### config.mk
export PLATFORM = sky130hd
export DESIGN_NAME = uart_rx
export DESIGN_NICKNAME = d
export VERILOG_FILES = /design/src/rtl/uart_rx.sv
export SDC_FILE = /design/constraint.sdc
export NUM_CORES = 1
export LEC_CHECK = 0
export ABC_AREA = 0
export ABC_CLOCK_PERIOD_IN_PS = 2100
export BUFFER_PORTS_ARGS = -buffer_cell sky130_fd_sc_hd__buf_4
export CAP_MARGIN = 20
export CORE_ASPECT_RATIO = 1.4
export CORE_MARGIN = 4
export CORE_UTILIZATION = 55
export DETAILED_ROUTE_END_ITERATION = 7
export PLACE_DENSITY = 0.74
export SYNTH_ARGS = -nofsm -noshare
export SYNTH_HDL_FRONTEND = slang
export SYNTH_SLANG_ARGS = --single-unit
### constraint.sdc
create_clock -name clk_sys -period 2.1 [get_ports clk_sys]
set_input_delay 0.315 -clock clk_sys [delete_from_list [all_inputs] [get_ports clk_sys]]
set_output_delay 0.315 -clock clk_sys [all_outputs]
set_load 0.005 [all_outputs]
### src/rtl/uart_rx.sv
// 8N1 UART receiver: 2-FF synchroniser, 3-sample majority per bit, valid/ready output.
// Define UART_RX_FIFO_EN for a FIFO_DEPTH-entry FWFT buffer; otherwise one holding register.
module uart_rx #(
  parameter int unsigned DIVISOR    = 217,
  parameter int unsigned FIFO_DEPTH = 4
) (
  input  logic       clk_sys,
  input  logic       rst_n,
  input  logic       ftdi_txd,
  output logic [7:0] rx_data,
  output logic       rx_valid,
  input  logic       rx_ready,
  output logic       framing_err,
  output logic       overrun_err
);

  localparam int CW = $clog2(DIVISOR);
  localparam logic [CW-1:0] CNT_MAX = CW'(DIVISOR - 1);
  localparam logic [CW-1:0] MID0    = CW'(DIVISOR / 2 - 1);
  localparam logic [CW-1:0] MID1    = CW'(DIVISOR / 2);
  localparam logic [CW-1:0] MID2    = CW'(DIVISOR / 2 + 1);

  typedef enum logic [2:0] {S_IDLE, S_START, S_DATA, S_STOP, S_WAIT_HIGH} state_e;

  logic sync1_q, rxs_q, rxs_prev_q;

  // Reset to idle-high so a reset release never looks like a start edge.
  always_ff @(posedge clk_sys or negedge rst_n) begin
    if (!rst_n) begin
      sync1_q    <= 1'b1;
      rxs_q      <= 1'b1;
      rxs_prev_q <= 1'b1;
    end else begin
      sync1_q    <= ftdi_txd;
      rxs_q      <= sync1_q;
      rxs_prev_q <= rxs_q;
    end
  end

  state_e        state_q;
  logic [CW-1:0] cnt_q;
  logic [1:0]    smp_q;
  logic [2:0]    bit_q;
  logic [7:0]    shift_q;
  logic          framing_q;
  logic          mid, maj, push, pop;

  assign mid  = (cnt_q == MID2);
  assign maj  = (smp_q[0] & smp_q[1]) | (smp_q[0] & rxs_q) | (smp_q[1] & rxs_q);
  assign push = (state_q == S_STOP) && mid && maj;
  assign pop  = rx_valid && rx_ready;

  always_ff @(posedge clk_sys or negedge rst_n) begin
    if (!rst_n) begin
      state_q   <= S_IDLE;
      cnt_q     <= '0;
      smp_q     <= 2'b11;
      bit_q     <= '0;
      shift_q   <= '0;
      framing_q <= 1'b0;
    end else begin
      framing_q <= 1'b0;
      if (state_q inside {S_START, S_DATA, S_STOP}) begin
        cnt_q <= (cnt_q == CNT_MAX) ? '0 : cnt_q + CW'(1);
        if (cnt_q == MID0) smp_q[0] <= rxs_q;
        if (cnt_q == MID1) smp_q[1] <= rxs_q;
      end
      case (state_q)
        S_IDLE: if (rxs_prev_q && !rxs_q) begin
          cnt_q   <= '0;
          state_q <= S_START;
        end
        S_START: if (mid) begin
          if (maj) state_q <= S_IDLE;
          else begin
            state_q <= S_DATA;
            bit_q   <= '0;
          end
        end
        S_DATA: if (mid) begin
          shift_q <= {maj, shift_q[7:1]};
          bit_q   <= bit_q + 3'd1;
          if (bit_q == 3'd7) state_q <= S_STOP;
        end
        // Leave at mid-stop so a start bit right after a one-bit stop is caught.
        S_STOP: if (mid) begin
          if (maj) state_q <= S_IDLE;
          else begin
            framing_q <= 1'b1;
            state_q   <= S_WAIT_HIGH;
          end
        end
        S_WAIT_HIGH: if (rxs_q) state_q <= S_IDLE;
        default: state_q <= S_IDLE;
      endcase
    end
  end

  assign framing_err = framing_q;

`ifdef UART_RX_FIFO_EN
  localparam int AW = $clog2(FIFO_DEPTH);

  logic [7:0]  mem_q [FIFO_DEPTH];
  logic [AW:0] wp_q, rp_q;
  logic        empty, full, wr_en, overrun_q;

  assign empty    = (wp_q == rp_q);
  assign full     = (wp_q[AW] != rp_q[AW]) && (wp_q[AW-1:0] == rp_q[AW-1:0]);
  // When full, a same-cycle pop frees the head slot that the write lands in.
  assign wr_en    = push && (!full || pop);
  assign rx_valid = !empty;
  assign rx_data  = empty ? 8'h00 : mem_q[rp_q[AW-1:0]];

  always_ff @(posedge clk_sys) begin
    if (wr_en) mem_q[wp_q[AW-1:0]] <= shift_q;
  end

  always_ff @(posedge clk_sys or negedge rst_n) begin
    if (!rst_n) begin
      wp_q      <= '0;
      rp_q      <= '0;
      overrun_q <= 1'b0;
    end else begin
      overrun_q <= push && full && !pop;
      if (wr_en) wp_q <= wp_q + 1'b1;
      if (pop)   rp_q <= rp_q + 1'b1;
    end
  end

  assign overrun_err = overrun_q;
`else
  logic [7:0] data_q;
  logic       valid_q, overrun_q;

  always_ff @(posedge clk_sys or negedge rst_n) begin
    if (!rst_n) begin
      data_q    <= '0;
      valid_q   <= 1'b0;
      overrun_q <= 1'b0;
    end else begin
      overrun_q <= push && valid_q && !pop;
      if (push && (!valid_q || pop)) begin
        data_q  <= shift_q;
        valid_q <= 1'b1;
      end else if (pop) begin
        valid_q <= 1'b0;
      end
    end
  end

  assign rx_data     = data_q;
  assign rx_valid    = valid_q;
  assign overrun_err = overrun_q;
`endif

endmodule

; ---- Yosys cells after proc, flatten, opt, wreduce, memory -nomap -nowiden
; Index checks and enable logic that the tools add are counted.
; W data, S select, Z words.
[totals]
wordCells = 78
reg_bits = 38
[op_classes]
addsub = 2
n_bitwise = 5
mux = 22
n_eq_ne = 16
reduce_logical = 20
[op_table]
columns = op, n
row1 = $mux W8, 4
row2 = $mux W3, 10
row3 = $eq A8 B7 Y1 const B, 3
row4 = $pmux W3 S5, 1
row5 = $ne A2 B2 Y1 const B, 6
row6 = $add A8 B1 Y8 const B, 1
row7 = $eq A8 B8 Y1 const B, 1
row8 = $logic_and A1 B1 Y1, 7
row9 = $eq A3 B2 Y1 const B, 2
row10 = $eq A3 B3 Y1 const B, 2
row11 = $pmux W3 S2, 1
row12 = $reduce_and A2 Y1, 3
row13 = $reduce_and A6 Y1, 1
row14 = $mux W1, 5
row15 = $reduce_and A4 Y1, 1
row16 = $reduce_bool A2 Y1, 2
row17 = $add A3 B1 Y3 const B, 1
row18 = $and A1 B1 Y1, 3
row19 = $eq A3 B1 Y1 const B, 1
row20 = $logic_not A1 Y1, 3
row21 = $logic_not A3 Y1, 1
row22 = $reduce_bool A3 Y1, 1
row23 = $mux W2, 1
row24 = $ne A2 B1 Y1 const B, 1
row25 = 2 further kinds, 3

; ---- Depth between registers and ports, before layout
[logic_depth]
word_depth = 6
ltp_mapped = 7

; ---- Worst setup path before layout
; No wires, ideal clock.
[synth_timing]
kind = reg-to-reg
start = reg cnt_q[1]
end = reg shift_q[0]
synth_period_minus_slack_ns = 1.845
slack_ns = 0.255
path_stages_with_launch = 7
t_required_ns = 1.975
n_path_buf = 0
t_arrival_ns = 1.720
cell_sequence = dfrtp_1 inv_1 ha_1 nand4b_2 or2_1 nor4_4 mux2_2
[synth_via]
elab_chain_len = 2
[synth_rtl]
columns = element, line_no
row1 = "start, declared", 41  ; logic [CW-1:0] cnt_q;
row2 = "start signal, assigned", 64  ; cnt_q <= (cnt_q == CNT_MAX) ? '0 : cnt_q + CW'(1);
row3 = $eq A8 B7 Y1, 48  ; assign mid = (cnt_q == MID2);
row4 = $reduce_and A2 Y1 (no line), --
row5 = "end signal, assigned", 81  ; shift_q <= {maj, shift_q[7:1]};
row6 = "end, declared", 44  ; logic [7:0] shift_q;
; Every way passes these cells.
; A chain may end at the register's enable or synchronous reset.

; ---- Worst setup path in the final report
[layout_timing]
start = reg cnt_q[1]
end = reg bit_q[2]
[layout_via]
elab_chain_len = 3
word_cells_on_any_way = 4
classes_between = eq/ne: 3 / reduce/logical: 1
[layout_rtl]
columns = element, line_no
row1 = $eq A8 B7 Y1 (*), 48
row2 = $ne A2 B2 Y1 (no line), --
row3 = $reduce_and A4 Y1 (no line) (*), --
row4 = "end signal, assigned", 82  ; bit_q <= bit_q + 3'd1;
row5 = "end, declared", 43  ; logic [2:0] bit_q;
; Mark *: on every way between the ends. The rest lies on a longest branch, timed or not.

==> results.txt <==
----------------------------------------------------
[GRT]
  Largest net degree at the start of global routing ... 39
  Global router's overall resource usage ... 18.6%
  First-pass GRT wire length ... 5890 µm
  Vias in the first global route ... 1248
  Number of antenna violations at the first check in global routing ... 0
  Aggregate global routing overflow ... 0

[Synthesis]
  Post-Syn Instances ... 143
  Dominant cells by area after synthesis ... sky130_fd_sc_hd__dfrtp_1 (47%), sky130_fd_sc_hd__mux2_2 (11%), sky130_fd_sc_hd__dfstp_2 (7.4%)
  Yosys top cell by area ... sky130_fd_sc_hd__dfrtp_1
  Mean Syn Cell Area ... 12.4 µm²
  Fraction of the mapped netlist area in compound gates ... 4.17%
  Syn Std Cell Area ... 0.00177 mm²
  Post-synthesis simple-gate area fraction ... 17.7%
  Most used flip-flop cell after synthesis ... sky130_fd_sc_hd__dfrtp_1
  Synth Net Count ... 152
  Number of warning messages in the yosys log ... 0
  Number of enable-type register cells in the synthesized netlist ... 0
  Fraction of registers with async set/reset ... 100%
  Portion of netlist area occupied by mux cells ... 13.7%
  Post-synthesis sequential element count ... 38
  Post-synthesis xor/xnor area fraction ... 3.46%
  Number of unique standard cell types used by synthesis ... 39
  Sequential element share of the synthesized area ... 54.0%
  Adder-cell area share of the yosys netlist ... 4.10%
  Dominant combinational cell family by area after synthesis ... simple AND/OR/NAND/NOR gates
  Post-synth top area share ... 46.6%

[Die]
  Number of rows in the core area ... 24
  Die outline area ... 0.00421 mm²
  Die height ... 75.2 µm
  Ports ... 15
  Standard cell core area ... 0.00309 mm²
  Initial Util ... 57.3%
  Die width ... 56.0 µm

[Layout]
  Number of inserted filler cells in the final layout ... 216
  # nets final ... 176
  Area growth from synthesis to final layout ... 18.6%
  Cell Count, Final, Fillers Out ... 207
  Fraction of final layout cells sized beyond drive strength 1 ... 35.1%
  Antenna diode count ... 0

[Pwr]
  Maximum resistive drop on vdd ... 0.734 mV
  Final Power ... 2.05 mW
  Static leakage ... 1.02 nW
  Power Density ... 977 mW/mm²

[Critical path]
  Setup crit end kind ... flip-flop
  Crit start category ... flip-flop
  Largest fanout on the critical path ... 4
  Kind of critical path ... flip-flop to flip-flop
  Critical path data arrival time ... 2.17 ns
  Endpoint required time on the critical path ... 2.28 ns
  Setup slack on the worst flop-to-flop path ... 0.11 ns

[STA]
  Final hold violation count ... 0
  Number of failing setup endpoints in the final timing report ... 0
  Setup TNS ... 0 ns
  Post-route clock skew ... 0.00502 ns
  Post-Route Hold Slack ... 0.130 ns
  Slew at the pin closest to its max-slew limit ... 0.573 ns
  Highest attainable clock frequency ... 503 MHz
  Max-slew violations ... 0
  Headroom to the max-slew limit ... 61.8%
  RSZ-0062 raised after global routing ... no
  Minimum clock period ... 1.99 ns
  Period utilisation layout ... 94.6%
  Slack of the critical path ... 0.114 ns

[Placement]
  Input/output buffers ... 14
  Routability-driven placement congestion ratio ... 0.828
  Number of instances in the placed design ... 198
  Detailed Place HPWL ... 2440 µm
  Pre-CTS setup slack ... 0.111 ns

[Clock network]
  Total number of H-tree levels ... 2
  Total clock sinks ... 38
  Clock tree from TritonCTS ... built
  Root cell of the clock tree ... sky130_fd_sc_hd__clkbuf_8
  CTS Buffer Depth ... 2
  Clock insertion delay at the later pin of the skew report ... 0.29 ns
  Number of buffers inserted during clock tree synthesis ... 5
  Reg clk slew, reported paths ... 0.07 ns

[Status]
  Run status ... completed

[Worst hold path]
  Worst min-delay path class ... input pin to flip-flop

[Route]
  Number of detailed-routing iterations run before antenna repair ... 4
  Iteration-0 DRC Markers ... 32
  Routed via count divided by cell count ... 5.52
  ANT nets after route ... 0
  Vias after detailed routing ... 1143
  Wire length per cell ... 16.1 µm
  Post-detailed-route DRC marker count ... 0
  Post-Route WL ... 3340 µm

[Run]
  Max Cap Violations ... 0

----------------------------------------------------
==> timing repair <==
item	in CTS	in global routing
hold buffers	1	0
endpoints found under the hold margin	33	0
endpoints found under the setup margin	0	8
resized for setup	0	1
setup buffers	0	0
==> cell families (layout without fill, tap and decap cells) <==
| kind of cell | after synthesis | count (layout) |
|---|---|---|
| compound gates | 10 | 10 |
| xor+xnor | 7 | 7 |
| fa+ha+maj | 6 | 6 |
| mux | 22 | 22 |
| buf+inv | 10 | 35 |
| simple gates | 50 | 50 |
| flops | 38 | 38 |
==> worst max-delay path, stage by stage, from the launching register on <==
cell                       delay, ns
sky130_fd_sc_hd__dfrtp_1        0.40
sky130_fd_sc_hd__inv_1          0.10
sky130_fd_sc_hd__ha_1           0.18
sky130_fd_sc_hd__nand4b_2       0.15
sky130_fd_sc_hd__or2_1          0.30
sky130_fd_sc_hd__or4_4          0.52
sky130_fd_sc_hd__a31o_1         0.24
==> final cells by class <==
type,instances,area (µm²),share of cell area [%]
clock buffers,6,82.6,3.93
clock inverters,2,60.1,2.86
inverters,5,18.8,0.893
multi-input cells,95,766,36.5
flip-flops and latches,38,957,45.6
well taps,39,48.8,2.32
repair buffers,22,168,7.98
==> metrics by stage <==
stage	util (%)	instance area [µm²]
4_1_cts	67.9	2100
3_3_place_gp	62.9	1950
5_1_grt	67.9	2100
6_report	67.9	2100
3_5_place_dp	62.9	1950
2_1_floorplan	-	1770
==> report_power, final <==
group          internal, mW  leakage, nW  switching (mW)
Clock                 0.507       0.0714           0.261
Combinational         0.158        0.450           0.197
Sequential            0.818        0.495           0.113
==> layer usage <==
metal  track usage, %  routed length, µm  vias up
met5                0                  0        -
met4             10.3                123        0
met3             4.29                117       12
met2             32.9               1760       29
met1             20.9               1330      550
li1                 -                  -      552
==> placed cells by master, fill, tap and decap left out, types with 6 or more instances in the layout <==
cell type and instances:
sky130_fd_sc_hd__clkbuf_8 6, sky130_fd_sc_hd__nand2_1 8, sky130_fd_sc_hd__dfrtp_1 33, sky130_fd_sc_hd__buf_4 21, sky130_fd_sc_hd__xor2_1 6, sky130_fd_sc_hd__nor2_1 12
sky130_fd_sc_hd__mux2_2 18
==> synth_stat cells, drive strengths merged, types with 2 or more instances <==
| library cell | number |
|---|---|
| a21oi | 2 |
| a31o | 4 |
| and2 | 2 |
| buf | 4 |
| dfrtp | 33 |
| dfstp | 5 |
| ha | 5 |
| inv | 5 |
| mux2 | 18 |
| mux2i | 4 |
| nand2 | 8 |
| nand2b | 3 |
| nand3 | 2 |
| nand4 | 5 |
| nand4b | 2 |
| nor2 | 12 |
| nor3 | 4 |
| nor4 | 2 |
| o21ai | 2 |
| xor2 | 6 |
==> flip-flops by register name, summed over array words and instances (netlist names) <==
register / flops
cnt_q: 8
rx_data: 8
shift_q: 8
bit_q: 3
state_q: 3
smp_q: 2
framing_err: 1
overrun_err: 1
rx_valid: 1
rxs_prev_q: 1
rxs_q: 1
sync1_q: 1
==> final timing paths <==
check,start,depth (start not counted),end
min reg2reg,sync1_q,0,rxs_q
min in group asynchronous,rst_n,2,cnt_q[3]
max in group asynchronous,rst_n,2,smp_q[1]
max,cnt_q[1],6,bit_q[2]
max reg2reg,cnt_q[1],6,bit_q[2]
min,ftdi_txd,1,sync1_q
Power figures use the tool's default switching activity.
